`config.mk`:
```
export PLATFORM = sky130hd
export DESIGN_NAME = g_rr_arb4_flat
export DESIGN_NICKNAME = d
export VERILOG_FILES = /design/src/rtl/g_rr_arb4_if.sv /design/src/rtl/g_rr_arb4.sv /design/src/flat_wrapper.sv
export SDC_FILE = /design/constraint.sdc
export NUM_CORES = 1
export LEC_CHECK = 0
export BUFFER_PORTS_ARGS = -buffer_cell sky130_fd_sc_hd__buf_2
export CORE_ASPECT_RATIO = 1.75
export CORE_MARGIN = 5
export CORE_UTILIZATION = 36
export CTS_BUF_LIST = sky130_fd_sc_hd__clkbuf_4 sky130_fd_sc_hd__clkbuf_8
export DETAILED_ROUTE_END_ITERATION = 10
export SLEW_MARGIN = 10
export SYNTH_ARGS = -nofsm -noshare
export SYNTH_HDL_FRONTEND = slang
export SYNTH_SLANG_ARGS = --single-unit
```
`constraint.sdc`:
```
create_clock -name CK -period 3.15 [get_ports CK]
set_input_delay 0.63 -clock CK [delete_from_list [all_inputs] [get_ports CK]]
set_output_delay 0.63 -clock CK [all_outputs]
set_load 0.005 [all_outputs]
```
`src/rtl/g_rr_arb4_if.sv`:
```
// rtl/g_rr_arb4_if.sv - request/grant bundle between requesters and the round-robin arbiter
// LOCKN exists only when G_RRARB_LOCK_EN is defined.
interface g_rr_arb4_if #(
  parameter int N = 4
);
  localparam int IW = (N > 1) ? $clog2(N) : 1;

  logic [N-1:0]  REQN;
  logic [N-1:0]  GNT;
  logic [IW-1:0] GNTID;
  logic          BUSY;
  logic          TMO;
`ifdef G_RRARB_LOCK_EN
  logic          LOCKN;

  modport master (output REQN, output LOCKN, input GNT, input GNTID, input BUSY, input TMO);
  modport slave  (input REQN, input LOCKN, output GNT, output GNTID, output BUSY, output TMO);
`else
  modport master (output REQN, input GNT, input GNTID, input BUSY, input TMO);
  modport slave  (input REQN, output GNT, output GNTID, output BUSY, output TMO);
`endif
endinterface

```
`src/rtl/g_rr_arb4.sv`:
```
// rtl/g_rr_arb4.sv - round-robin arbiter with bounded tenure and one-cycle break-before-make gap
// Optional tenure lock (LOCKN) enabled by defining G_RRARB_LOCK_EN.
module g_rr_arb4 #(
  parameter int N        = 4,
  parameter int HOLD_MAX = 16
) (
  input  logic        CK,
  input  logic        CD,
  g_rr_arb4_if.slave  bus
);
  localparam int IW = (N > 1) ? $clog2(N) : 1;
  localparam int HW = $clog2(HOLD_MAX + 1);

  localparam logic [1:0] ST_IDLE = 2'd0;
  localparam logic [1:0] ST_OWN  = 2'd1;
  localparam logic [1:0] ST_GAP  = 2'd2;

  logic [1:0]    state;
  logic [IW-1:0] ptr;
  logic [IW-1:0] gntid;
  logic [HW-1:0] hcnt;
  logic [N-1:0]  gnt;
  logic          busy;
  logic          tmo;

  logic          win_found;
  logic [IW-1:0] win_idx;
  logic [IW-1:0] cand;
  logic          lock;
  logic          at_max;

  function automatic logic [IW-1:0] next_idx(input logic [IW-1:0] p);
    if (p == IW'(N - 1)) return '0;
    return p + 1'b1;
  endfunction

  // First active-low request found walking from ptr upward with wrap.
  always_comb begin
    win_found = 1'b0;
    win_idx   = '0;
    cand      = ptr;
    for (int k = 0; k < N; k++) begin
      if (!win_found && !bus.REQN[cand]) begin
        win_found = 1'b1;
        win_idx   = cand;
      end
      cand = next_idx(cand);
    end
  end

`ifdef G_RRARB_LOCK_EN
  assign lock = !bus.LOCKN;
`else
  assign lock = 1'b0;
`endif

  assign at_max = (hcnt == HW'(HOLD_MAX));

  always_ff @(posedge CK) begin
    if (CD) begin
      state <= ST_IDLE;
      ptr   <= '0;
      gntid <= '0;
      hcnt  <= '0;
      gnt   <= '0;
      busy  <= 1'b0;
      tmo   <= 1'b0;
    end else begin
      tmo <= 1'b0;
      case (state)
        ST_IDLE, ST_GAP: begin
          if (win_found) begin
            gnt   <= {{(N-1){1'b0}}, 1'b1} << win_idx;
            gntid <= win_idx;
            busy  <= 1'b1;
            hcnt  <= HW'(1);
            state <= ST_OWN;
          end else begin
            gnt   <= '0;
            busy  <= 1'b0;
            state <= ST_IDLE;
          end
        end
        ST_OWN: begin
          // Release has priority over expiry, so a simultaneous pair never pulses TMO.
          if (bus.REQN[gntid]) begin
            gnt   <= '0;
            busy  <= 1'b0;
            hcnt  <= '0;
            ptr   <= next_idx(gntid);
            state <= ST_GAP;
          end else if (at_max && !lock) begin
            gnt   <= '0;
            busy  <= 1'b0;
            hcnt  <= '0;
            tmo   <= 1'b1;
            ptr   <= next_idx(gntid);
            state <= ST_GAP;
          end else if (!at_max) begin
            hcnt <= hcnt + 1'b1;
          end
        end
        default: begin
          gnt   <= '0;
          busy  <= 1'b0;
          hcnt  <= '0;
          state <= ST_IDLE;
        end
      endcase
    end
  end

  assign bus.GNT   = gnt;
  assign bus.GNTID = gntid;
  assign bus.BUSY  = busy;
  assign bus.TMO   = tmo;

endmodule

```
`src/flat_wrapper.sv`:
```
// flat-port wrapper written by rule: the top's interface ports become plain ports
module g_rr_arb4_flat 
#(
  parameter int N        = 4,
  parameter int HOLD_MAX = 16
)
  (CK, CD, bus_REQN, bus_GNT, bus_GNTID, bus_BUSY, bus_TMO);
  g_rr_arb4_if #(.N(N)) bus_i ();
  input  logic CK;
  input  logic CD;
  input wire logic [$bits(bus_i.REQN)-1:0] bus_REQN;
  output wire logic [$bits(bus_i.GNT)-1:0] bus_GNT;
  output wire logic [$bits(bus_i.GNTID)-1:0] bus_GNTID;
  output wire logic [$bits(bus_i.BUSY)-1:0] bus_BUSY;
  output wire logic [$bits(bus_i.TMO)-1:0] bus_TMO;
  assign bus_i.REQN = bus_REQN;
  assign bus_GNT = bus_i.GNT;
  assign bus_GNTID = bus_i.GNTID;
  assign bus_BUSY = bus_i.BUSY;
  assign bus_TMO = bus_i.TMO;
  g_rr_arb4 #(.N(N), .HOLD_MAX(HOLD_MAX)) u_core (.CK(CK), .CD(CD), .bus(bus_i));
endmodule
```
==> results.json <==
{
  "cp.required_ps": 3330,
  "cts-htree-levels": 1,
  "synth_edf_count": 0,
  "ctsRootBufferMaster": "clkbuf_8",
  "crit_type": "flop to flop",
  "synth.distinct_cells": 47,
  "drc": 0,
  "synth_cells": 126,
  "io_buffer_count": 13,
  "clock_skew_ps": 0.995,
  "slowest_stage": "ha_1",
  "area_growth_pct": 11.8,
  "worst-path-max-fanout": 14,
  "cts_resized": 0,
  "yosysWarnings": 0,
  "io_pins": 14,
  "worstSetupStartpointType": "flop",
  "grt_max_degree": 17,
  "firstDrtPassIters": 4,
  "num_antenna_cells": 0,
  "hold_path_class": "flop to flop",
  "drt_iter0_markers": 24,
  "die_area_um2": 4240,
  "reg2reg_slack_ps": 590,
  "path_depth": 7,
  "p_leak_nw": 0.478,
  "post-synth-top-area-fraction_pct": 29.6,
  "yosys.area.top_type": "dfxtp_1",
  "outcome": "finished clean",
  "fin_crit_sh_pct": 81.3,
  "final_cell_mix": "nor2_1 (16), dfxtp_1 (16), buf_2 (13)",
  "vias": 994,
  "die_width_um": 51.4,
  "ys_async_sr_fraction_pct": 0,
  "cts.sinks": 16,
  "grtUsageTotal_pct": 12.5,
  "worstMarginPinSlew_ps": 511,
  "worstSkewPairLatency_ps": 250,
  "cp_cell_sequence": "ha_1 > mux2i_1 > a22oi_1 > nand4_1 > nor2b_1 > o221ai_1 > a21oi_1",
  "netlist_area_um2": 1080,
  "fin_crit_ps": 2560,
  "crit_buf_inv": 0,
  "vdd_drop_max_mv": 0.353,
  "post_drt_wl_per_cell_um": 14.8,
  "max_freq_ghz": 0.390,
  "coreArea_um2": 2900,
  "synth-seq-area-share_pct": 29.6,
  "nFillCells": 304,
  "yosys-top-cells-area": "dfxtp_1 (30%), mux2i_1 (7.4%), nor2_1 (5.6%)",
  "path_delay_family": "simple AND/OR/NAND/NOR gates",
  "cts_tree": "done",
  "finalWirelength_um": 2450,
  "slew-limit-headroom_pct": 65.9,
  "rsz0062_at_grt": "false",
  "clock_tree.buffer_depth": 2,
  "r2r-end": "u_core.bus.GNT[1]",
  "p_per_area_nw_per_um2": 561,
  "antenna_found_initial": 0,
  "die_y_um": 82.5,
  "core.rowCount": 26,
  "clk_pin_slew_worst_paths_ps": 60,
  "max_stage_delay_ps": 600,
  "post_cts_buffers": 0,
  "initial_core_util_pct": 37.3,
  "synth-seq-cells": 16,
  "drtAntennaViolNets": 0,
  "layout-drive-gt1-share_pct": 15.9,
  "crit_end": "u_core.bus.GNT[1]",
  "startpoint": "u_core.ptr[1]",
  "cp.arrival_ps": 2740,
  "cts_inserted_buffers": 3,
  "slew_viol_final": 0,
  "hold_buffers": 0,
  "grt-ovfl-total": 0,
  "worstReg2RegStart": "u_core.ptr[1]",
  "endpoint_kind": "flop",
  "worstHoldStart": "u_core.bus.GNT[3]",
  "grt_pass1_vias": 946,
  "finish.utilization_pct": 41.7,
  "grt_pass1_wl_um": 4040,
  "place_hpwl_um": 1900,
  "ys.flop_type": "dfxtp_1",
  "setup_violations": 0,
  "cap_violations": 0,
  "gp_congestion": 0.837,
  "avgSynthCellArea_um2": 8.58,
  "nNetsFinal": 149,
  "reg2reg_depth": 7,
  "syn_nets": 136,
  "setup_tns_ps": 0,
  "hold_viol": 0,
  "vias_per_cell": 5.99
}
cell families after synthesis:
group	count (synthesis)	share of synthesized area, %
AO/OA/AOI/OAI	35	24.3
XOR/XNOR	5	4.05
buffers and inverters	11	4.98
flip-flops	16	29.6
adder cells (fa/ha/maj)	4	4.63
AND/OR/NAND/NOR	45	21.5
multiplexers	10	10.9
power breakdown:
| part | total (mW) | internal (mW) | switching, mW |
|---|---|---|---|
| sequential | 0.249 | 0.227 | 0.0226 |
| combinational | 0.250 | 0.110 | 0.140 |
| clock | 0.180 | 0.111 | 0.0689 |
layout make-up:
class	instances	area, um2	share of cell area, %
clock buffer	4	55.1	4.55
tap	28	35.0	2.90
multi-input combinational	99	707	58.5
sequential	16	320	26.5
timing repair buffer	14	72.6	6.00
inverter	5	18.8	1.55
synthesized netlist by cell type, types with 4 or more instances:
cell / number
mux2i_1: 8
buf_2: 4
nor2b_1: 4
inv_1: 5
ha_1: 4
nor2_1: 16
o2111ai_1: 4
a21oi_1: 7
o21ai_1: 4
dfxtp_1: 16
nand2_1: 7
per-stage QoR:
stage                     instances  instance area [um2]  hold WS [ps]  total power, mW  worst slack, ps
final                           166                 1210           452            0.679              589
after global routing            166                 1210           463            0.726              329
after CTS                       166                 1210           453            0.686              578
after detailed placement        162                 1150           444            0.504              604
after global placement          162                 1150           436            0.499              716
after floorplan                 126                 1080           448            0.446              921
how the worst min path moves through the flow:
| stage | slack (ps) | end | cells after the start |
|---|---|---|---|
| final | 450 | u_core.bus.GNT[3] | 2 |
| after global routing | 460 | u_core.bus.GNT[1] | 2 |
| after CTS | 450 | u_core.bus.GNT[3] | 2 |
| after detailed placement | 440 | u_core.bus.GNT[3] | 2 |
| after global placement | 440 | u_core.bus.GNT[3] | 2 |
| after floorplan | 450 | u_core.bus.GNT[1] | 2 |
worst reg2reg max path, delay by kind of cell (launching register included):
kind | cells | cell delay [ps]
AO/OA/AOI/OAI | 3 | 530
multiplexers | 1 | 290
adder cells (fa/ha/maj) | 1 | 600
AND/OR/NAND/NOR | 2 | 700
flip-flops | 1 | 380
layer usage:
metal / vias to the layer above / global-route usage, % / routed length [um]
li1: 497 / - / -
met1: 472 / 12.4 / 947
met3: 8 / 1.44 / 90
met4: 0 / 9.45 / 95
met5: - / 0 / 0
met2: 17 / 23.1 / 1320
flip-flops by register name (all words and copies together), names as in the netlist:
register	flops
u_core.bus.BUSY	1
u_core.bus.GNT	4
u_core.bus.GNTID	2
u_core.bus.TMO	1
u_core.hcnt	5
u_core.ptr	2
u_core.state	1
No activity file was read; power rests on OpenSTA's default activity.
